<file path="config.mk">
export PLATFORM = sky130hd
export DESIGN_NAME = round_sequencer_flat
export DESIGN_NICKNAME = d
export VERILOG_FILES = /design/src/rtl/round_sequencer_if.sv /design/src/rtl/round_sequencer.sv /design/src/flat_wrapper.sv
export SDC_FILE = /design/constraint.sdc
export NUM_CORES = 1
export LEC_CHECK = 0
export CAP_MARGIN = 20
export CELL_PAD_IN_SITES_DETAIL_PLACEMENT = 1
export CELL_PAD_IN_SITES_GLOBAL_PLACEMENT = 1
export CORE_MARGIN = 3
export CORE_UTILIZATION = 51
export CTS_CLUSTER_DIAMETER = 120
export DETAILED_ROUTE_END_ITERATION = 12
export PLACE_DENSITY_LB_ADDON = 0.1
export SLEW_MARGIN = 10
export SYNTH_ARGS = -nofsm -noshare
export SYNTH_HDL_FRONTEND = slang
export SYNTH_SLANG_ARGS = --single-unit
</file>
<file path="constraint.sdc">
create_clock -name clk -period 4 [get_ports clk]
set_clock_uncertainty 0.2 [all_clocks]
set_input_delay 0.8 -clock clk [delete_from_list [all_inputs] [get_ports clk]]
set_output_delay 0.8 -clock clk [all_outputs]
set_load 0.03 [all_outputs]
</file>
<file path="src/rtl/round_sequencer_if.sv">
// Button/timer-side signal bundle for round_sequencer.
// slave: the sequencer's view; master: the side driving buttons and timer_done.
interface round_sequencer_if;
  logic       start;
  logic       pause;
  logic       stop;
  logic       timer_done;
  logic       timer_run;
  logic       timer_tick;
  logic [2:0] round_num;
  logic [2:0] state;
  logic       round_end;
  logic       game_over;

  modport slave (
    input  start, pause, stop, timer_done,
    output timer_run, timer_tick, round_num, state, round_end, game_over
  );

  modport master (
    output start, pause, stop, timer_done,
    input  timer_run, timer_tick, round_num, state, round_end, game_over
  );
endinterface

</file>
<file path="src/rtl/round_sequencer.sv">
// Round/game-flow FSM driving a countdown timer: ready hold, tick prescaler, pause, abort.
// Optional feature macro ROUND_SEQ_PAUSE_EN compiles in the PAUSED state and pause handling.
module round_sequencer #(
  parameter int TICK_DIV     = 100_000_000,
  parameter int READY_CYCLES = 200_000_000,
  parameter int NUM_ROUNDS   = 3
) (
  input  logic              clk,
  input  logic              reset,
  round_sequencer_if.slave  bus
);
  localparam int PW = $clog2(TICK_DIV);
  localparam int RW = $clog2(READY_CYCLES + 1);
  localparam logic [PW-1:0] PRESC_LAST = PW'(TICK_DIV - 1);
  localparam logic [RW-1:0] READY_LAST = RW'(READY_CYCLES - 1);
  localparam logic [2:0]    ROUND_LAST = 3'(NUM_ROUNDS);

  typedef enum logic [2:0] {
    IDLE      = 3'd0,
    READY     = 3'd1,
    RUN       = 3'd2,
    PAUSED    = 3'd3,
    ROUND_END = 3'd4,
    GAME_OVER = 3'd5
  } state_t;

  state_t        state_reg, state_next;
  logic [PW-1:0] presc_reg, presc_next;
  logic [RW-1:0] ready_reg, ready_next;
  logic [2:0]    round_reg, round_next;

  always_ff @(posedge clk or posedge reset) begin
    if (reset) begin
      state_reg <= IDLE;
      presc_reg <= '0;
      ready_reg <= '0;
      round_reg <= '0;
    end else begin
      state_reg <= state_next;
      presc_reg <= presc_next;
      ready_reg <= ready_next;
      round_reg <= round_next;
    end
  end

`ifndef ROUND_SEQ_PAUSE_EN
  logic unused_pause;
  assign unused_pause = bus.pause;
`endif

  always_comb begin
    state_next = state_reg;
    presc_next = presc_reg;
    ready_next = ready_reg;
    round_next = round_reg;
    if (bus.stop) begin
      state_next = IDLE;
      presc_next = '0;
      ready_next = '0;
      round_next = '0;
    end else begin
      case (state_reg)
        IDLE: begin
          if (bus.start) begin
            state_next = READY;
            round_next = 3'd1;
            ready_next = '0;
          end
        end
        READY: begin
          if (ready_reg == READY_LAST) begin
            state_next = RUN;
            presc_next = '0;
          end else begin
            ready_next = ready_reg + 1'b1;
          end
        end
        RUN: begin
          // Prescaler advances on every RUN cycle, including the one a pause lands on.
          presc_next = (presc_reg == PRESC_LAST) ? '0 : presc_reg + 1'b1;
          if (bus.timer_done) begin
            state_next = ROUND_END;
          end
`ifdef ROUND_SEQ_PAUSE_EN
          else if (bus.pause) begin
            state_next = PAUSED;
          end
`endif
        end
`ifdef ROUND_SEQ_PAUSE_EN
        PAUSED: begin
          if (bus.pause) begin
            state_next = RUN;
          end
        end
`endif
        ROUND_END: begin
          if (round_reg == ROUND_LAST) begin
            state_next = GAME_OVER;
          end else begin
            state_next = READY;
            round_next = round_reg + 3'd1;
            ready_next = '0;
          end
        end
        GAME_OVER: begin
          if (bus.start) begin
            state_next = READY;
            round_next = 3'd1;
            ready_next = '0;
          end
        end
        default: begin
          state_next = IDLE;
          presc_next = '0;
          ready_next = '0;
          round_next = '0;
        end
      endcase
    end
  end

  // Outputs decode registers only, so no input reaches an output combinationally.
  assign bus.state      = state_reg;
  assign bus.round_num  = round_reg;
  assign bus.timer_run  = (state_reg == RUN) || (state_reg == PAUSED);
  assign bus.timer_tick = (state_reg == RUN) && (presc_reg == PRESC_LAST);
  assign bus.round_end  = (state_reg == ROUND_END);
  assign bus.game_over  = (state_reg == GAME_OVER);

endmodule

</file>
<file path="src/flat_wrapper.sv">
// flat-port wrapper written by rule: the top's interface ports become plain ports
module round_sequencer_flat 
#(
  parameter int TICK_DIV     = 100_000_000,
  parameter int READY_CYCLES = 200_000_000,
  parameter int NUM_ROUNDS   = 3
)
  (clk, reset, bus_start, bus_pause, bus_stop, bus_timer_done, bus_timer_run, bus_timer_tick, bus_round_num, bus_state, bus_round_end, bus_game_over);
  round_sequencer_if bus_i ();
  input  logic clk;
  input  logic reset;
  input wire logic [$bits(bus_i.start)-1:0] bus_start;
  input wire logic [$bits(bus_i.pause)-1:0] bus_pause;
  input wire logic [$bits(bus_i.stop)-1:0] bus_stop;
  input wire logic [$bits(bus_i.timer_done)-1:0] bus_timer_done;
  output wire logic [$bits(bus_i.timer_run)-1:0] bus_timer_run;
  output wire logic [$bits(bus_i.timer_tick)-1:0] bus_timer_tick;
  output wire logic [$bits(bus_i.round_num)-1:0] bus_round_num;
  output wire logic [$bits(bus_i.state)-1:0] bus_state;
  output wire logic [$bits(bus_i.round_end)-1:0] bus_round_end;
  output wire logic [$bits(bus_i.game_over)-1:0] bus_game_over;
  assign bus_i.start = bus_start;
  assign bus_i.pause = bus_pause;
  assign bus_i.stop = bus_stop;
  assign bus_i.timer_done = bus_timer_done;
  assign bus_timer_run = bus_i.timer_run;
  assign bus_timer_tick = bus_i.timer_tick;
  assign bus_round_num = bus_i.round_num;
  assign bus_state = bus_i.state;
  assign bus_round_end = bus_i.round_end;
  assign bus_game_over = bus_i.game_over;
  round_sequencer #(.TICK_DIV(TICK_DIV), .READY_CYCLES(READY_CYCLES), .NUM_ROUNDS(NUM_ROUNDS)) u_core (.clk(clk), .reset(reset), .bus(bus_i));
endmodule
</file>
==> results.cfg <==
[outcome]
status = complete, no violations

[cells_and_area]
final_common_cell = dfrtp_1
most-common-layout-cells = dfrtp_1, nand2_1, nand3_1, a21oi_1
area_growth_pct = 10.2
diodes = 0
largest_reg_flops = 28
final_nets = 433
layout-drive-gt1-share_pct = 11.7
finalInstanceArea_um2 = 4160

[clock_network]
cts-resized-gates = 0
insertion_delay_ps = 340
clkSinkCount = 61
cts_buffers = 9
htree_levels = 3
cts_tree = yes
postCtsSetupBuffers = 0
cts_root_buffer = clkbuf_8
path_clk_slew_ps = 70
clock_path_buffers = 2
postCtsHoldBufs = 0

[worst_setup_path]
rr_worst_depth = 6
crit_path_start = u_core.presc_reg[1]$_DFFE_PP0P_
cp_slowest_cell = clkdlybuf4s50_1
cp_data_required_time_ps = 3000
arrival_ps = 2750
max_stage_delay_ps = 700
crit_family = simple AND/OR/NAND/NOR gates
crit_path_max_fanout = 5
r2r-end = u_core.presc_reg[20]$_DFFE_PP0P_
reg2reg_slack_ps = 1380
endpoint_kind = output pin
path_cells = ha_1 > nand3_1 > or2_1 > or3_1 > nor3_1 > clkdlybuf4s50_1
rr_startpoint = u_core.presc_reg[1]$_DFFE_PP0P_
setup.worst_path.start_class = flip-flop
path_buf_inv = 1
critical_path_class = reg2out

[floorplanning]
dieWidth_um = 92.0
ios = 16
start_util_pct = 54.1
core_um2 = 6980
dieArea_um2 = 8470
fp.dieH_um = 92.0
num_rows = 30

[timing]
grt_setup_unrepaired = no
hold_viol = 0
max_clock_freq_ghz = 0.267
tightestPinTransition_ps = 1000
setup_ws_ps = 251
fin_setup_tns_ps = 0
drv_slew = 0
period_share_pct = 93.7
period_needed_ps = 3750
slew_headroom_pct = 32.5
setup_violations = 0

[power_and_ir_drop]
pwr-share-clk_pct = 35.8
pwr-share-seq_pct = 40.8
cellPowerDensity_nw_per_um2 = 400
leakage_uw = 0.00161
p_int_uw = 1120
swShare_pct = 32.5
ir_drop_uv = 322
switchingPower_uw = 540
pwr-share-comb_pct = 23.4

[detailed_routing]
viasPerCell = 6.44
drt_iter0_markers = 260
postRouteAntennaNets = 0
routed_wl_um = 10000
routedWlPerCell_um = 19.2
firstDrtPassIters = 4
vias = 3375
drc = 0

[grt]
grt_pass1_wl_um = 17800
track_usage_pct = 26.1
antenna_found_initial = 0
grt_max_degree = 45
grt_pass1_vias = 3572
grt_overflow = 0

[synth]
ys_warn_count = 0
synth_edf_count = 0
synth-xor-area-share_pct = 0.232
synthAdderAreaFrac_pct = 1.33
ys_seq_elements = 61
synth_cell_type_count = 60
synth_compound_area_share_pct = 18.4
syn_avg_cell_area_um2 = 9.12
syn_nets = 424
yosys.area_share.simple_pct = 30.2
syn_area_um2 = 3770
yosysSeqAreaShare_pct = 40.5
async_flop_share_pct = 100
synthMuxAreaShare_pct = 4.31
synth_top_family_by_area = simple AND/OR/NAND/NOR gates
syn_inst = 414
ys.flop_type = dfrtp_1

[placed_design]
port_buffers = 14
place_congestion = 0.817
post-place-ws_ps = 630
place_area_um2 = 3950
dpl.hpwl_um = 6880

[min_path]
hold_start = u_core.presc_reg[23]$_DFFE_PP0P_
holdPathStages = 1
hp-class = reg2reg
min_delay_worst_endpoint = u_core.presc_reg[23]$_DFFE_PP0P_

[flow_run]
drv_cap = 0
==> layout make-up <==
class	instances	area [µm²]
flip-flops and latches	61	1530
fillers	828	2820
inverters	12	45.0
well taps	96	120
clock buffers	12	135
clock inverters	4	72.6
multi-input cells	317	2050
repair buffers	22	204
==> kinds of logic (layout without fill, tap and decap cells) <==
group | count (synthesis) | after routing
adder cells (fa/ha/maj) | 4 | 4
buffers and inverters | 36 | 50
AND/OR/NAND/NOR | 198 | 198
flip-flops | 61 | 61
AO/OA/AOI/OAI | 98 | 98
multiplexers | 16 | 16
XOR/XNOR | 1 | 1
==> routing by layer <==
metal	vias up	share of wire, %	GRT usage, %	wire (µm)
met1	1721	47	36.1	4740
met4	0	1.1	6.68	115
li1	1587	-	-	-
met2	59	48	41.7	4790
met5	-	0	0	0
met3	8	4.0	5.58	401
==> per-stage QoR <==
step | cells | util (%) | hold WS (ps) | total power (µW)
6_report | 524 | 59.6 | 301 | 1660
5_1_grt | 524 | 59.6 | 344 | 1750
4_1_cts | 524 | 59.6 | 312 | 1680
3_5_place_dp | 508 | 56.6 | 304 | 1080
3_3_place_gp | 507 | 56.4 | 264 | 1050
2_1_floorplan | 414 | - | 243 | 955
==> cells in the mapped netlist, types with 12 or more instances <==
| cell | count | share of area [%] |
|---|---|---|
| nand3_1 | 26 | 3.4 |
| o31ai_1 | 12 | 2.4 |
| a21oi_1 | 23 | 3.1 |
| nand2b_1 | 18 | 3.0 |
| mux2i_1 | 14 | 3.7 |
| or4_1 | 15 | 3.0 |
| inv_1 | 12 | 1.2 |
| nand4_1 | 14 | 2.3 |
| nand2_1 | 49 | 4.9 |
| dfrtp_1 | 61 | 40 |
| nor2_1 | 19 | 1.9 |
| a31oi_1 | 19 | 3.1 |
| nor4_1 | 13 | 2.2 |
==> worst max path at each step <==
stage / endpoint / slack, ps / cells after the start
3_5_place_dp: bus_timer_tick / 630 / 5
4_1_cts: bus_timer_tick / 230 / 6
3_3_place_gp: bus_timer_tick / 670 / 5
5_1_grt: bus_timer_tick / 30 / 5
6_report: bus_timer_tick / 250 / 6
2_1_floorplan: bus_timer_tick / 950 / 4
==> power groups by stage <==
stage / Combinational (µW) / Sequential [µW] / Clock (µW)
4_1_cts: 392 / 678 / 607
6_report: 390 / 678 / 595
3_3_place_gp: 361 / 689 / 0
5_1_grt: 430 / 685 / 632
2_1_floorplan: 255 / 700 / 0
3_5_place_dp: 389 / 690 / 0
Note: power is estimated with default switching activity, not from simulation.
